==> config.mk <==
export PLATFORM = sky130hd
export DESIGN_NAME = fifo_write_arbiter
export DESIGN_NICKNAME = d
export VERILOG_FILES = /design/src/rtl/fifo_write_arbiter_pkg.sv /design/src/rtl/fifo_write_arbiter_picker.sv /design/src/rtl/fifo_write_arbiter.sv
export SDC_FILE = /design/constraint.sdc
export NUM_CORES = 1
export LEC_CHECK = 0
export ABC_CLOCK_PERIOD_IN_PS = 6060
export BUFFER_PORTS_ARGS = -buffer_cell sky130_fd_sc_hd__buf_2
export CAP_MARGIN = 20
export CORE_MARGIN = 2
export CORE_UTILIZATION = 40
export DETAILED_ROUTE_END_ITERATION = 8
export PLACE_DENSITY_LB_ADDON = 0.1
export REMOVE_ABC_BUFFERS = 1
export SYNTH_ARGS = -nofsm -noshare
export SYNTH_HDL_FRONTEND = slang
export SYNTH_HIERARCHICAL = 1
export SYNTH_SLANG_ARGS = --single-unit
==> constraint.sdc <==
create_clock -name clk_i -period 6.06 [get_ports clk_i]
set_input_delay 0.909 -clock clk_i [delete_from_list [all_inputs] [get_ports clk_i]]
set_output_delay 0.909 -clock clk_i [all_outputs]
set_load 0.01 [all_outputs]
==> src/rtl/fifo_write_arbiter_pkg.sv <==
// Shared types and helpers for the FIFO write-port arbiter.
package fifo_arb_pkg;

  localparam int MAX_REQ   = 16;
  localparam int IDX_MAX_W = 4;

  typedef enum logic {IDLE, GRANT} arb_state_t;

  function automatic logic [MAX_REQ-1:0] onehot(input logic [IDX_MAX_W-1:0] idx);
    onehot      = '0;
    onehot[idx] = 1'b1;
  endfunction

endpackage

==> src/rtl/fifo_write_arbiter_picker.sv <==
// Combinational round-robin picker: first set request at or after start, circularly.
module rr_priority_picker #(
  parameter int N_REQ = 4,
  parameter int IDX_W = $clog2(N_REQ)
) (
  input  logic [N_REQ-1:0] req,
  input  logic [IDX_W-1:0] start,
  input  logic [N_REQ-1:0] exclude,
  output logic             found,
  output logic [IDX_W-1:0] winner
);

  logic [N_REQ-1:0] masked;
  logic [N_REQ-1:0] rotated;
  logic [IDX_W-1:0] offset;
  logic [IDX_W:0]   sum;

  assign masked  = req & ~exclude;
  // Bit 0 of rotated corresponds to requester 'start'.
  assign rotated = N_REQ'({masked, masked} >> start);

  always_comb begin
    found  = 1'b0;
    offset = '0;
    for (int i = N_REQ - 1; i >= 0; i--) begin
      if (rotated[i]) begin
        found  = 1'b1;
        offset = IDX_W'(i);
      end
    end
  end

  assign sum    = {1'b0, start} + {1'b0, offset};
  assign winner = (sum >= (IDX_W+1)'(N_REQ)) ? IDX_W'(sum - (IDX_W+1)'(N_REQ))
                                             : sum[IDX_W-1:0];

endmodule

==> src/rtl/fifo_write_arbiter.sv <==
// Round-robin, burst-bounded arbiter sharing one sync FIFO write port among N_REQ producers.
module fifo_write_arbiter
  import fifo_arb_pkg::*;
#(
  parameter int N_REQ      = 4,
  parameter int DATA_WIDTH = 32,
  parameter int MAX_BURST  = 4
) (
  input  logic                        clk_i,
  input  logic                        rst_n_i,
  input  logic [N_REQ-1:0]            req_valid_i,
  input  logic [N_REQ*DATA_WIDTH-1:0] req_data_i,
  output logic [N_REQ-1:0]            req_ready_o,
  input  logic                        fifo_full_i,
  output logic                        fifo_write_o,
  output logic [DATA_WIDTH-1:0]       fifo_wr_data_o,
  output logic [N_REQ-1:0]            grant_o,
  output logic                        busy_o
);

  localparam int IDX_W = $clog2(N_REQ);
  localparam int CNT_W = $clog2(MAX_BURST + 1);

  arb_state_t       state;
  logic [IDX_W-1:0] owner;
  logic [IDX_W-1:0] rr_ptr;
  logic [CNT_W-1:0] beat_cnt;

  logic [DATA_WIDTH-1:0] words [N_REQ];
  logic [N_REQ-1:0]      own_mask;
  logic [IDX_W-1:0]      owner_inc;
  logic [IDX_W-1:0]      pick_start;
  logic [N_REQ-1:0]      pick_excl;
  logic [IDX_W-1:0]      pick_idx;
  logic                  pick_found;
  logic [CNT_W-1:0]      cnt_inc;
  logic                  in_grant;
  logic                  owner_valid;
  logic                  transfer;
  logic                  burst_done;
  logic                  release_idle;

  for (genvar k = 0; k < N_REQ; k++) begin : g_unpack
    assign words[k] = req_data_i[k*DATA_WIDTH +: DATA_WIDTH];
  end

  assign in_grant     = (state == GRANT);
  assign own_mask     = N_REQ'(onehot(IDX_MAX_W'(owner)));
  assign owner_valid  = req_valid_i[owner];
  assign transfer     = in_grant & owner_valid & ~fifo_full_i;
  assign cnt_inc      = beat_cnt + 1'b1;
  assign burst_done   = transfer && (cnt_inc == CNT_W'(MAX_BURST));
  assign release_idle = in_grant & ~owner_valid;
  assign owner_inc    = (owner == IDX_W'(N_REQ - 1)) ? '0 : owner + 1'b1;

  // On a completed burst the owner steps aside; it only keeps the port if nobody else wants it.
  assign pick_start = in_grant ? owner_inc : rr_ptr;
  assign pick_excl  = burst_done ? own_mask : '0;

  rr_priority_picker #(
    .N_REQ (N_REQ),
    .IDX_W (IDX_W)
  ) u_picker (
    .req     (req_valid_i),
    .start   (pick_start),
    .exclude (pick_excl),
    .found   (pick_found),
    .winner  (pick_idx)
  );

  assign req_ready_o    = (in_grant && !fifo_full_i) ? own_mask : '0;
  assign grant_o        = in_grant ? own_mask : '0;
  assign busy_o         = in_grant;
  assign fifo_write_o   = transfer;
  assign fifo_wr_data_o = in_grant ? words[owner] : '0;

  always_ff @(posedge clk_i or negedge rst_n_i) begin
    if (!rst_n_i) begin
      state    <= IDLE;
      owner    <= '0;
      rr_ptr   <= '0;
      beat_cnt <= '0;
    end else begin
      case (state)
        IDLE: begin
          if (pick_found) begin
            owner    <= pick_idx;
            beat_cnt <= '0;
            state    <= GRANT;
          end
        end
        GRANT: begin
          if (burst_done || release_idle) begin
            rr_ptr   <= owner_inc;
            beat_cnt <= '0;
            if (pick_found) begin
              owner <= pick_idx;
            end else if (!burst_done) begin
              state <= IDLE;
            end
          end else if (transfer) begin
            beat_cnt <= cnt_inc;
          end
        end
        default: state <= IDLE;
      endcase
    end
  end

  // Producer protocol: a pending word keeps valid high and its data stable until accepted.
  logic [N_REQ-1:0]      pending;
  logic [DATA_WIDTH-1:0] held [N_REQ];

  always_ff @(posedge clk_i or negedge rst_n_i) begin
    if (!rst_n_i) begin
      pending <= '0;
    end else begin
      for (int k = 0; k < N_REQ; k++) begin
        if (pending[k]) begin
          assert (req_valid_i[k]);
          assert (words[k] == held[k]);
        end
      end
      pending <= req_valid_i & ~req_ready_o;
    end
  end

  always_ff @(posedge clk_i) begin
    held <= words;
  end

endmodule

* Word-level counts from Yosys, hierarchy flattened
Index checks and enable logic that the tools add are counted.
** Cells by class
- Add/sub/neg operators :: 4
- Magnitude comparators :: 5
- Equality and inequality tests :: 5
- Shift-type cells :: 1
- Multiplexer cells :: 34
- Bitwise operators :: 9
- Reductions and logical operators :: 7
** Operators with widths (count)
- $mux 32 :: 3
- $bmux 32 s2 :: 1
- $mux 2 :: 9
- $mux 4 :: 3
- $mux 1 :: 10
- $mux 3 :: 3
- $shr 8x2->4 :: 1
- $ge 3x3->1 const B :: 2
- $pmux 3 s2 :: 1
- $lt 2x5->1 const B :: 1
- $and 4x4->4 :: 1
- $not 4->4 :: 1
- $pmux 2 s2 :: 1
- $reduce_and 2->1 :: 2
- $add 2x2->3 :: 1
- $add 3x1->3 const B :: 1
- $and 1x1->1 :: 3
- $eq 3x3->1 const B :: 1
- $logic_and 1x1->1 :: 3
- $lt 2x3->1 const B :: 1
- $ne 3x1->1 const B :: 1
- $not 1->1 :: 3
- $not 2->3 :: 1
- $add 2x1->2 const B :: 1
- 10 further kinds :: 10
** Storage, ports and cells
- Flip-flop bits (word level) :: 8
- Output and inout bits :: 42

* Logic depth before layout (Yosys ltp)
Gate-level depths: netlist (run 1).
- Word-level depth :: 19
- Mapped depth :: 12
- Depth with buffers taken out :: 10

* Modules after synthesis
Netlist (run 1), hierarchy kept.
** Modules (own cells, without submodules)
- fifo_write_arbiter :: instances 1, cells each 134, area an instance 1570.3 µm²
- rr_priority_picker :: instances 1, cells each 22, area an instance 188.9 µm²

* Worst setup path before layout (run 1)
No wires, ideal clock.
- Kind :: input -> register
- Start :: in req_valid_i[3]
- End :: reg owner[1]
- Arrival :: 3.247 ns
- Data required time :: 5.932 ns
- Path slack :: 2.685 ns
- Stages on the path :: 10
- Cell sequence :: mux4_2 and2_1 and3_1 nand2b_1 mux2_2 a21o_1 a32o_2 ha_1 xor2_1 mux2_1
** On the way
- Cells in the longest elaborated chain, start to end :: 19
- Elaborated cells between the ends (all ways) :: 28
** Ends and longest elaborated chain
- start: declaration :: line fifo_write_arbiter.sv:11 : input logic [N_REQ-1:0] req_valid_i,
- $bmux 1 s2 (*) :: line fifo_write_arbiter.sv:49 : assign owner_valid = req_valid_i[owner];
- $mux 1 (implied by the code) (*) :: line fifo_write_arbiter.sv:49
- $and 1x1->1 (*) (2 in series) :: line fifo_write_arbiter.sv:50 : assign transfer = in_grant & owner_valid & ~fifo_full_i;
- net fifo_write_o :: line fifo_write_arbiter.sv:15 : output logic fifo_write_o,
- $logic_and 1x1->1 (*) :: line fifo_write_arbiter.sv:52 : assign burst_done = transfer && (cnt_inc == CNT_W'(MAX_BURST));
- $mux 4 (*) :: line fifo_write_arbiter.sv:58 : assign pick_excl = burst_done ? own_mask : '0;
- net pick_excl[3] :: line fifo_write_arbiter.sv:33 : logic [N_REQ-1:0] pick_excl;
- $not 4->4 (*) :: line fifo_write_arbiter_picker.sv:18 : assign masked = req & ~exclude;
- [5 not listed]
- $mux 2 (*) :: line fifo_write_arbiter_picker.sv:26 : if (rotated[i]) begin
- $add 2x2->3 (*) :: line fifo_write_arbiter_picker.sv:33 : assign sum = {1'b0, start} + {1'b0, offset};
- $ge 3x3->1 or $sub 2x1->2 (tied branches) :: line fifo_write_arbiter_picker.sv:34 : assign winner = (sum >= (IDX_W+1)'(N_REQ)) ? IDX_W'(sum - (IDX_W+1)'(N_REQ))
- $mux 2 (*) :: line fifo_write_arbiter_picker.sv:34
- net pick_idx[1] :: line fifo_write_arbiter.sv:34 : logic [IDX_W-1:0] pick_idx;
- $mux 2 (*) :: line fifo_write_arbiter.sv:86, fifo_write_arbiter.sv:96
- $mux 2 :: line fifo_write_arbiter.sv:93 : if (burst_done || release_idle) begin
- $pmux 2 s2 (*) :: line fifo_write_arbiter.sv:84 : case (state)
- end signal: assignment :: line fifo_write_arbiter.sv:87 : owner <= pick_idx;
- end signal: assignment :: line fifo_write_arbiter.sv:97 : owner <= pick_idx;
- end: declaration :: line fifo_write_arbiter.sv:25 : logic [IDX_W-1:0] owner;
The timed path passes the listed nets; every way through them passes the cells marked *. The select of a mux whose other input is x is not followed.
A chain may end at the register's enable or synchronous reset.

* Worst setup path in the final report (run 1)
- Start :: in req_valid_i[2]
- End :: reg owner[1]
** On the way
- Cells in the longest elaborated chain, start to end :: 19
- Elaborated cells between the ends (all ways) :: 28
** Ends and longest elaborated chain (line)
- $bmux 1 s2 (*) :: fifo_write_arbiter.sv:49
- $mux 1 (implied by the code) (*) :: fifo_write_arbiter.sv:49
- $and 1x1->1 (*) (2 in series) :: fifo_write_arbiter.sv:50
- $logic_and 1x1->1 (*) :: fifo_write_arbiter.sv:52
- $mux 4 (*) :: fifo_write_arbiter.sv:58
- net pick_excl[3] :: fifo_write_arbiter.sv:33
- $not 4->4 (*) :: fifo_write_arbiter_picker.sv:18
- $and 4x4->4 (*) :: fifo_write_arbiter_picker.sv:18
- [4 not listed]
- $mux 2 (*) :: fifo_write_arbiter_picker.sv:26
- $add 2x2->3 (*) :: fifo_write_arbiter_picker.sv:33
- $ge 3x3->1 or $sub 2x1->2 (tied branches) :: fifo_write_arbiter_picker.sv:34
- $mux 2 (*) :: fifo_write_arbiter_picker.sv:34
- net pick_idx[1] :: fifo_write_arbiter.sv:34
- $mux 2 (*) :: fifo_write_arbiter.sv:86, fifo_write_arbiter.sv:96
- $mux 2 :: fifo_write_arbiter.sv:93
- $pmux 2 s2 (*) :: fifo_write_arbiter.sv:84
Marks and branches as above.

==> reports/metrics.cfg, run 1 <==
[outcome]
outcome=finished, final reports clean

[pwr]
p_per_area_mw_per_mm2=413
leakagePower_nw=1.38
ir_worst_vdd_uv=229

[clock_network]
postCtsHoldBufs=0
cts_max_level=1
cts.sinks=8
cts_setup_buffers=0
cts-root-buf=clkbuf_8
ctsResizeCount=0
insertion_delay_ns=0.23
cts_tree=built
max-clock-path-buffers=2
cts.clk_slew.worst_paths_ns=0.04
numCtsBuffers=3

[layout]
fin_area_mm2=0.00271
multiInputGateArea_mm2=0.00146
syn_to_final_growth_pct=53.8
num-fill-cells=389
drive_gt1_share_pct=69.8
layout_commonest_cell=buf_2
layout_common_cells=buf_2 (176), and2_1 (41), mux4_2 (33)
seqCellArea_um2=201
final_nets=468

[timing]
fin_setup_tns_ns=0
clock_skew_ns=0.00913
min_period_over_period_pct=55.1
rsz0062_at_grt=no
setup_slack_ns=2.72
tightestPinTransition_ns=0.762
maxSlewHeadroom_pct=49.2
hold_viol_final=0
fmax_mhz=300
setup_viol=0
min_period_ns=3.34
slew_violations=0

[grt]
grt_pass1_wl_mm=9.87
antenna_found_initial=5
grt.overflow.total=0
grt_max_degree=46
grt_use_total_pct=25.1
grt_pass1_vias=2018

[drt]
viasPerCell=5.15
num_vias=1952
drt-met1-wl_mm=2.45
drc=0
dr_wl_met2_mm=2.91
topRoutingLayerUsed=met5
first_pass_iters=4
wl_per_cell_um=16.7
wl_mm=6.32
ant_nets=0
drt_iter0_drc=48
dr_wl_met3_um=797

[critical_path]
cp-start-kind=input port
crit_required_ns=6.17
worstPathMaxFanout=6
crit_arrival_ns=3.45
end_kind=flip-flop
crit_type=input port to flip-flop

[synthesis]
syn_inst=156
ys.flop_type=dfrtp_1
synth_cell_types=33
synth-warning-count=6
ys_seq_area_share_pct=11.4
synth_edf_count=0
ys_ff_latch=8
avgSynthCellArea_um2=11.3
ys_async_sr_fraction_pct=100
syn_area_mm2=0.00176

[flow_run]
maxCapViolations=0

[placement]
portBuffers=176
post-place-ws_ns=2.49
postPlaceCellArea_mm2=0.00266
gp_congestion=0.805
hpwl_mm=5.43

[floorplan]
die-area_mm2=0.00494
rows=24
io_pins=177
start_util_pct=41.0
die_x_um=70.3
die_y_um=70.3
core_area_mm2=0.00429

[min_path]
hp-class=flip-flop to flip-flop

## final cells by class
| cell class | count | area share, % |
|---|---|---|
| well taps | 52 | 2.41 |
| clock buffers | 4 | 1.67 |
| flip-flops and latches | 8 | 7.45 |
| inverters | 7 | 0.971 |
| multi-input cells | 127 | 53.9 |
| repair buffers | 179 | 33.4 |
| diodes | 2 | 0.185 |
## logic make-up (layout without fill, tap and decap cells)
| logic type | after synthesis | in the layout | synth area share [%] |
|---|---|---|---|
| AOI/OAI and AO/OA | 12 | 12 | 5.69 |
| xor gates and xnor gates | 1 | 1 | 0.498 |
| adders and majority gates | 8 | 8 | 5.62 |
| buffers and inverters | 21 | 190 | 5.69 |
| DFF | 8 | 8 | 11.4 |
| muxes | 41 | 41 | 47.2 |
| other | 0 | 2 | 0 |
| and+or+nand+nor | 65 | 65 | 23.9 |
## Yosys cell counts (2+ instances only)
master / instances / share of area, %
mux2_2: 4 / 2.6
a21oi_1: 2 / 0.57
inv_1: 7 / 1.5
nand3b_1: 2 / 0.85
nor3b_2: 2 / 1.4
nor2_1: 2 / 0.43
and3_1: 4 / 1.4
o22ai_1: 2 / 0.71
ha_1: 7 / 5.0
o211ai_1: 2 / 0.85
or3b_1: 2 / 1.0
mux2_1: 2 / 1.3
mux4_2: 33 / 42
nand2_1: 3 / 0.64
clkbuf_1: 7 / 1.5
dfrtp_1: 8 / 11
buf_2: 5 / 1.4
mux2i_1: 2 / 1.1
buf_6: 2 / 1.3
nor2b_1: 3 / 1.1
nand2b_1: 3 / 1.1
and2_1: 41 / 15
## critical path, cell delays in order
cell and delay (ns):
buf_2 0.12, mux4_2 0.57, and2_1 0.24, and3_1 0.19
nand2b_1 0.15, mux2_2 0.28, a21o_1 0.15, a32o_2 0.21
ha_1 0.19, xor2_1 0.16, mux2_1 0.28
## per-layer routing
| layer | track usage (%) | up-vias |
|---|---|---|
| met2 | 41.2 | 100 |
| met5 | 0 | - |
| met1 | 30.4 | 882 |
| li1 | - | 946 |
| met4 | 5.34 | 6 |
| met3 | 11.3 | 18 |
## registers in the layout (all words and copies together), names as in the netlist
| register | cells |
|---|---|
| beat_cnt | 3 |
| rr_ptr | 2 |
| busy_o | 1 |
| owner | 2 |
## stage by stage
| step | hold WS, ns | instances | power, W | utilization [%] |
|---|---|---|---|---|
| 6_report | 0.479 | 379 | 0.00112 | 63.0 |
| 5_1_grt | 0.516 | 378 | 0.00122 | 62.9 |
| 4_1_cts | 0.484 | 377 | 0.00113 | 62.9 |
| 3_5_place_dp | 0.480 | 373 | 0.00106 | 61.8 |
| 3_3_place_gp | 0.475 | 373 | 0.00105 | 61.8 |
| 2_1_floorplan | 0.457 | 142 | 0.000773 | - |
## worst paths after layout
path                                              start                      end  slack [ns]  cells past startpoint
max in group asynchronous                       rst_n_i     owner[0]$_DFFE_PN0P_        5.37                      1
worst max register to register     owner[1]$_DFFE_PN0P_     owner[1]$_DFFE_PN0P_        2.74                     10
worst min-delay path            beat_cnt[0]$_DFFE_PN0P_  beat_cnt[0]$_DFFE_PN0P_        0.48                      1
worst min register to register  beat_cnt[0]$_DFFE_PN0P_  beat_cnt[0]$_DFFE_PN0P_        0.48                      1
worst max-delay path                     req_valid_i[2]     owner[1]$_DFFE_PN0P_        2.72                     11
min in group asynchronous                       rst_n_i    rr_ptr[0]$_DFFE_PN0P_        0.51                      1
## report_power, final
group | internal [W] | leakage, nW | total, W | switching (W)
Combinational | 0.000520 | 1.26 | 0.000942 | 0.000422
Clock | 0.0000456 | 0.0228 | 0.0000667 | 0.0000211
Sequential | 0.0000761 | 0.0961 | 0.000109 | 0.0000333
Total | 0.000642 | 1.38 | 0.00112 | 0.000477
No activity file was read; power rests on OpenSTA's default activity.
==> inputs of run 2 (changes only) <==
Settings changed: ABC_AREA from default to 1, ABC_CLOCK_PERIOD_IN_PS 6060 to 3100, CORE_UTILIZATION 40 to 39.
Clock period 6.06 ns to 3.1 ns, I/O delays scaled along.
==> run 2 against run 1 <==
  * First-iteration DRC count increased to 2.9 times the previous value
  * Cell count increased by 62%
  * Worst hold slack got worse by 0.41 ns
  * Combinational power increased to 3.1 times the previous value
  * Routed wire length increased by 20%
  * Critical path depth increased by 7
  * Non-clock buffer count increased by 4
  * Core utilization decreased by 5.0 points
  * Sequential share of layout area decreased by 0.61 points
  * Register-to-register slack got worse by 2.4 ns
  * Via count increased by 56%
  * Power increased to 2.9 times the previous value
  * Largest power group unchanged
==> reports/metrics.cfg, run 2 <==
[synthesis]
synth_edf_count=0  ; unchanged
synth-warning-count=6  ; unchanged
synth_top_cell_by_area=nor2_1
synthTopCellsByArea=nor2_1 (26%), dfrtp_1 (9.9%), o21ai_0 (9.1%)
ys.flop_type=dfrtp_1
synth_commonest_cells=nor2_1 (141), o21ai_0 (37), o21ai_1 (33)
avgSynthCellArea_um2=5.30  ; -53%
syn_area_mm2=0.00203  ; +15%
syn_inst=382  ; +140%
synth_top_area_share_pct=26.1  ; -16 points
synth_most_common_cell=nor2_1
synth_cell_types=28  ; -15%
ys_ff_latch=8  ; unchanged
ys_async_sr_fraction_pct=100  ; unchanged
ys_seq_area_share_pct=9.88  ; -1.5 points

[layout]
largest_reg_flops=3  ; unchanged
antenna_cells=0  ; -2
final_nets=686  ; +47%
drive_gt1_share_pct=40.3  ; -30 points
finalNonFillerCells=613  ; +62%
layout_common_cells=buf_2 (176), nor2_1 (141), o21ai_0 (36), o21ai_1 (34), a21oi_1 (32)
post-route-util_pct=58.0  ; -5.0 points
reg.largest.list=beat_cnt (3), owner (2), rr_ptr (2)
syn_to_final_growth_pct=45.4
fin_area_mm2=0.00295  ; +8.9%
top_register=beat_cnt
layout_commonest_cell=buf_2

[floorplan]
rows=26  ; +8.3%
start_util_pct=39.9  ; -1.1 points
die-area_mm2=0.00579  ; +17%
core_area_mm2=0.00507  ; +18%
die_y_um=76.1  ; +8.2%
die_x_um=76.1  ; +8.2%
io_pins=177  ; unchanged

[pwr]
p_per_area_mw_per_mm2=1100  ; +160%
leakagePower_nw=1.62  ; +17%
ir_worst_vdd_uv=744  ; +230%
finalPower_w=0.00323  ; +190%

[timing]
hold_viol_final=0  ; unchanged
clock_skew_ns=0.00291  ; -0.00622 ns
min_period_over_period_pct=89.3
rsz0062_at_grt=no
slew_violations=0  ; unchanged
setup_viol=0  ; unchanged
fin_setup_tns_ns=0  ; unchanged
fmax_mhz=361
maxSlewHeadroom_pct=52.7  ; +3.5 points
tightestPinTransition_ns=0.702  ; -0.0599 ns
min_period_ns=2.77

[grt]
grt.met3_usage_pct=3.44  ; -7.8 points
grt.overflow.total=0  ; unchanged
grt_max_degree=39  ; -15%
grt_busiest_layer=met2
grt_use_total_pct=25.0  ; -0.049 points
antenna_found_initial=0  ; -5
met2_usage_pct=47.2  ; +6.0 points
grt_util_met1_pct=29.0  ; -1.4 points
grt_pass1_wl_mm=12.4  ; +25%
grt_pass1_vias=2745  ; +36%

[drt]
drt_iter0_drc=139  ; +190%
num_vias=3037  ; +56%
ant_nets=0  ; unchanged
wl_mm=7.59  ; +20%
drc=0  ; unchanged
wl_per_cell_um=12.4  ; -26%
viasPerCell=4.95  ; -3.8%
first_pass_iters=7  ; +3

[critical_path]
end_kind=flip-flop
crit_type=flip-flop to flip-flop
path_cells=inv_6 -> buf_4 -> ha_1 -> inv_1 -> nor2_1 -> inv_1 -> nand3_2 -> nand3_1 -> nand2_2 -> nand3_1 -> a21boi_1 -> ha_1 -> xor2_1 -> inv_1 -> nand3_1 -> nand2_1 -> nand3_1 -> nand2_1
path_common_cell=nand3_1
cp-start-kind=flip-flop
crit_required_ns=3.21  ; -2.96 ns
critPathSlowestCell=dfrtp_2
slowest_delay_ns=0.48  ; -0.09 ns
critPathTopFamily=buffers and inverters
worstPathMaxFanout=37  ; +31
crit_arrival_ns=2.88  ; -0.57 ns
critPathBufInv=5  ; +4

[clock_network]
cts.clk_slew.worst_paths_ns=0.04  ; about the same
postCtsHoldBufs=0  ; unchanged
numCtsBuffers=3  ; unchanged
ctsResizeCount=0  ; unchanged
cts.sinks=8  ; unchanged
cts_tree=built
insertion_delay_ns=0.23  ; about the same
cts_max_level=1  ; unchanged
cts-root-buf=clkbuf_8
max-clock-path-buffers=2  ; unchanged
cts_setup_buffers=0  ; unchanged

[min_path]
hp-class=input port to asynchronous set/reset pin

[placement]
numPlacedInstances=609  ; +63%
postPlaceCellArea_mm2=0.00290  ; +9.2%
gp_congestion=0.858  ; +6.6%
hpwl_mm=5.91  ; +8.8%
portBuffers=176  ; unchanged

[outcome]
outcome=finished, final reports clean

[flow_run]
maxCapViolations=0  ; unchanged

run 2: cell type report:
type | count | area (um^2)
clock buffers | 4 | 45.0
inverters | 28 | 110
multi-input cells | 320 | 1570
fillers | 559 | 2130
repair buffers | 183 | 933
flip-flops and latches | 8 | 201
well taps | 70 | 87.6
run 2: through the flow:
stage	hold WS (ns)	worst slack, ns
6_report	0.0713	0.332
4_1_cts	0.0712	0.244
3_3_place_gp	0.314	0.365
5_1_grt	0.0841	0.0235
2_1_floorplan	0.169	-0.684
3_5_place_dp	0.313	0.267
run 2: logic make-up (layout without fill, tap and decap cells):
| family | after synthesis | after routing | synth area share, % |
|---|---|---|---|
| fa+ha+maj | 7 | 7 | 4.32 |
| buf+inv | 54 | 215 | 12.7 |
| compound gates | 105 | 105 | 26.7 |
| simple gates | 207 | 207 | 45.9 |
| xor+xnor | 1 | 1 | 0.432 |
| flops | 8 | 8 | 9.88 |
run 2: final timing paths:
| kind | start | to | slack, ns | cells past startpoint |
|---|---|---|---|---|
| min in group clk_i | beat_cnt[2]$_DFFE_PN0P_ | beat_cnt[2]$_DFFE_PN0P_ | 0.52 | 2 |
| max in group asynchronous | rst_n_i | owner[0]$_DFFE_PN0P_ | 2.85 | 1 |
| worst min register to register | beat_cnt[2]$_DFFE_PN0P_ | beat_cnt[2]$_DFFE_PN0P_ | 0.52 | 2 |
| worst max-delay path | owner[0]$_DFFE_PN0P_ | owner[1]$_DFFE_PN0P_ | 0.33 | 18 |
| worst max register to register | owner[0]$_DFFE_PN0P_ | owner[1]$_DFFE_PN0P_ | 0.33 | 18 |
| worst min-delay path | rst_n_i | owner[1]$_DFFE_PN0P_ | 0.07 | 1 |
run 2: worst register-to-register path: cells and delay by family (launching register included):
| kind | cells | cell delay (ns) |
|---|---|---|
| compound gates | 1 | 0.14 |
| fa+ha+maj | 2 | 0.41 |
| flops | 1 | 0.48 |
| xor+xnor | 1 | 0.18 |
| buf+inv | 5 | 0.77 |
| simple gates | 9 | 0.68 |
run 2: report_power, final:
group	total, W	switching [W]	internal, W	leakage [nW]
logic	0.00288	0.00178	0.00111	1.50
registers	0.000216	0.0000601	0.000156	0.0972
clock network	0.000127	0.0000384	0.0000889	0.0228
run 2: layer usage:
metal / vias up / share of wire (%)
met4: 0 / 2.6
met1: 1361 / 41
met2: 96 / 51
li1: 1561 / -
met3: 19 / 5.1
met5: - / 0
==> inputs of run 3 (changes only) <==
Settings changed: ABC_CLOCK_PERIOD_IN_PS 3100 to 2600, GPL_ROUTABILITY_DRIVEN from default to 1.
Clock period 3.1 ns to 2.6 ns, I/O delays scaled along.
==> run 3 against run 2 <==
  * Die area unchanged
  * Worst setup slack got worse by 0.14 ns
  * Combinational power rose by 41%
  * Power increased by 38%
  * Via count is 3.7% higher
  * Sequential power is 9.7% higher
  * Global-route usage increased by 0.41 points
  * Clock power up 24%
  * Clock-buffer cell count did not move
  * Core utilization grew 5.7 points
  * Sequential cell count unchanged
  * Worst hold slack better by 0.45 ns
  * Critical endpoint unchanged
==> reports/metrics.cfg, run 3 (synthesis results as in run 2) <==
[pwr]
p_int_w=0.00200  ; +48%
switching_power_w=0.00244  ; +30%
finalPower_w=0.00444  ; +38%
ir_worst_vdd_uv=1010  ; +36%
share_comb_of_total_power_pct=91.1  ; +1.7 points
leakagePower_nw=1.75  ; +8.3%
clockPowerShare_pct=3.5  ; -0.4 points
switching_share_pct=55.0  ; -3.2 points
power_frac_seq_pct=5.3  ; -1.4 points
p_per_area_mw_per_mm2=1370  ; +26%

[drt]
drt_iter0_drc=147  ; +5.8%
drc=0  ; unchanged
wl_mm=8.02  ; +5.7%
first_pass_iters=4  ; -3
viasPerCell=4.95  ; about the same
num_vias=3148  ; +3.7%
ant_nets=0  ; unchanged
wl_per_cell_um=12.6  ; +1.8%

[clock_network]
numCtsBuffers=3  ; unchanged
cts_tree=built
insertion_delay_ns=0.23  ; about the same
cts.sinks=8  ; unchanged
cts-root-buf=clkbuf_8
cts.clk_slew.worst_paths_ns=0.04  ; about the same
max-clock-path-buffers=2  ; unchanged
cts_max_level=1  ; unchanged

[critical_path]
crit_required_ns=2.72  ; -0.49 ns
end_kind=flip-flop
worstPathMaxFanout=6  ; -84%
crit_type=flip-flop to flip-flop
cp-start-kind=flip-flop
critPathSlowestCell=dfrtp_2
slowest_delay_ns=0.45  ; -0.03 ns
path_common_cell=nand3_2
path_cells=ha_2 -> nor2_2 -> nand2_1 -> o21ai_0 -> buf_4 -> inv_2 -> buf_4 -> nand3_2 -> nand3_2 -> nand3_2 -> a21boi_2 -> ha_2 -> xor2_2 -> inv_1 -> nand3_2 -> nand2_1 -> nand3_1 -> nand2_1
crit_arrival_ns=2.53  ; -0.35 ns

[placement]
gp_congestion=0.906  ; +5.6%
portBuffers=176  ; unchanged
hpwl_mm=6.11  ; +3.5%

[layout]
reg.largest.list=beat_cnt (3), owner (2), rr_ptr (2)
antenna_cells=0  ; unchanged
largest_reg_flops=3  ; unchanged
num-fill-cells=520  ; -7.0%
top_register=beat_cnt
final_nets=709  ; +3.4%
layout_common_cells=buf_2 (176), nor2_1 (136), o21ai_0 (36), o21ai_1 (33), a21oi_1 (32)
drive_gt1_share_pct=46.3  ; +6.0 points
syn_to_final_growth_pct=59.6
layout_commonest_cell=buf_2

[timing]
slew_violations=0  ; unchanged
maxSlewHeadroom_pct=74.5  ; +22 points
clock_skew_ns=0.00485  ; +0.00194 ns
tightestPinTransition_ns=0.383  ; -0.319 ns
hold_viol_final=0  ; unchanged
fmax_mhz=415  ; +15%
min_period_ns=2.41  ; -0.361 ns
min_period_over_period_pct=92.6  ; +3.3 points
setup_viol=0  ; unchanged
fin_setup_tns_ns=0  ; unchanged

[grt]
grt_pass1_wl_mm=12.5  ; +1.3%
grt_max_degree=35  ; -10%
grt_use_total_pct=25.5  ; +0.41 points
antenna_found_initial=0  ; unchanged
grt.overflow.total=0  ; unchanged
grt_pass1_vias=2745  ; unchanged

[floorplan]
rows=26  ; unchanged
io_pins=177  ; unchanged
die-area_mm2=0.00579  ; unchanged
core_area_mm2=0.00507  ; unchanged
start_util_pct=39.9  ; unchanged
die_y_um=76.1  ; unchanged
die_x_um=76.1  ; unchanged

[flow_run]
maxCapViolations=0  ; unchanged

[min_path]
hp-class=flip-flop to flip-flop

[outcome]
outcome=finished, final reports clean

-- run 3: changes by cell type in the layout (fill, tap and decap cells not counted), moves of 3 or more --
cell / change
buf_4: +17
buf_6: +3
inv_1: -3
inv_2: +3
nand3_1: -6
nand3_2: +6
nor2_1: -5
nor2_4: +3
-- run 3: layout make-up --
type / instances / area, um^2 / area share (%)
multi-input cells: 320 / 1650 / 51.1
repair buffers: 206 / 1130 / 35.1
flip-flops and latches: 8 / 203 / 6.27
inverters: 28 / 110 / 3.41
well taps: 70 / 87.6 / 2.71
clock buffers: 4 / 45.0 / 1.39
-- run 3: final timing paths --
kind	depth (start not counted)	slack [ns]	end	startpoint
worst max-delay path	18	0.19	owner[1]$_DFFE_PN0P_	owner[0]$_DFFE_PN0P_
worst min-delay path	2	0.52	beat_cnt[1]$_DFFE_PN0P_	beat_cnt[1]$_DFFE_PN0P_
worst max register to register	18	0.19	owner[1]$_DFFE_PN0P_	owner[0]$_DFFE_PN0P_
worst min register to register	2	0.52	beat_cnt[1]$_DFFE_PN0P_	beat_cnt[1]$_DFFE_PN0P_
max in group asynchronous	2	1.89	owner[0]$_DFFE_PN0P_	rst_n_i
min in group asynchronous	2	0.53	rr_ptr[0]$_DFFE_PN0P_	rst_n_i
-- run 3: worst max-delay path, delay by kind of cell (launching register included) --
kind	cells	cell delay, ns
and+or+nand+nor	9	0.72
DFF	1	0.45
buffers and inverters	4	0.45
adders and majority gates	2	0.40
xor gates and xnor gates	1	0.14
AOI/OAI and AO/OA	2	0.13
-- run 3: through the flow --
step | setup slack, ns | instance area (um^2) | util [%] | hold slack [ns] | instances
after global placement | 0.167 | 3010 | 59.4 | 0.238 | 624
after global routing | -0.00267 | 3230 | 63.7 | 0.537 | 636
after detailed placement | 0.0916 | 3010 | 59.4 | 0.242 | 624
after CTS | 0.0751 | 3070 | 60.5 | 0.522 | 629
after floorplan | -1.18 | 1880 | - | 0.0944 | 356
final | 0.193 | 3230 | 63.7 | 0.519 | 636
-- run 3: layer usage --
metal | wire [um] | track usage [%] | part of all wire [%] | up-vias
met3 | 368 | 2.13 | 4.6 | 25
met4 | 281 | 10.7 | 3.5 | 0
met2 | 4070 | 45.5 | 51 | 99
met1 | 3300 | 31.3 | 41 | 1417
li1 | - | - | - | 1607
met5 | 0 | 0 | 0 | -
-- run 3: power groups by stage --
| stage | Combinational (W) | Sequential [W] | Clock, W |
|---|---|---|---|
| floorplan | 0.00221 | 0.000385 | 0 |
| detailed placement | 0.00370 | 0.000230 | 0 |
| global route | 0.00454 | 0.000245 | 0.000171 |
| finish | 0.00405 | 0.000237 | 0.000157 |
| global placement | 0.00365 | 0.000228 | 0 |
| CTS | 0.00371 | 0.000228 | 0.000165 |
-- run 3: what timing repair did --
| item | in CTS | in global routing |
|---|---|---|
| setup buffers | 0 | 7 |
| hold endpoints to repair | 8 | 0 |
| resized for setup | 0 | 33 |
| endpoints found under the setup margin | 0 | 4 |
| hold buffers | 1 | 0 |
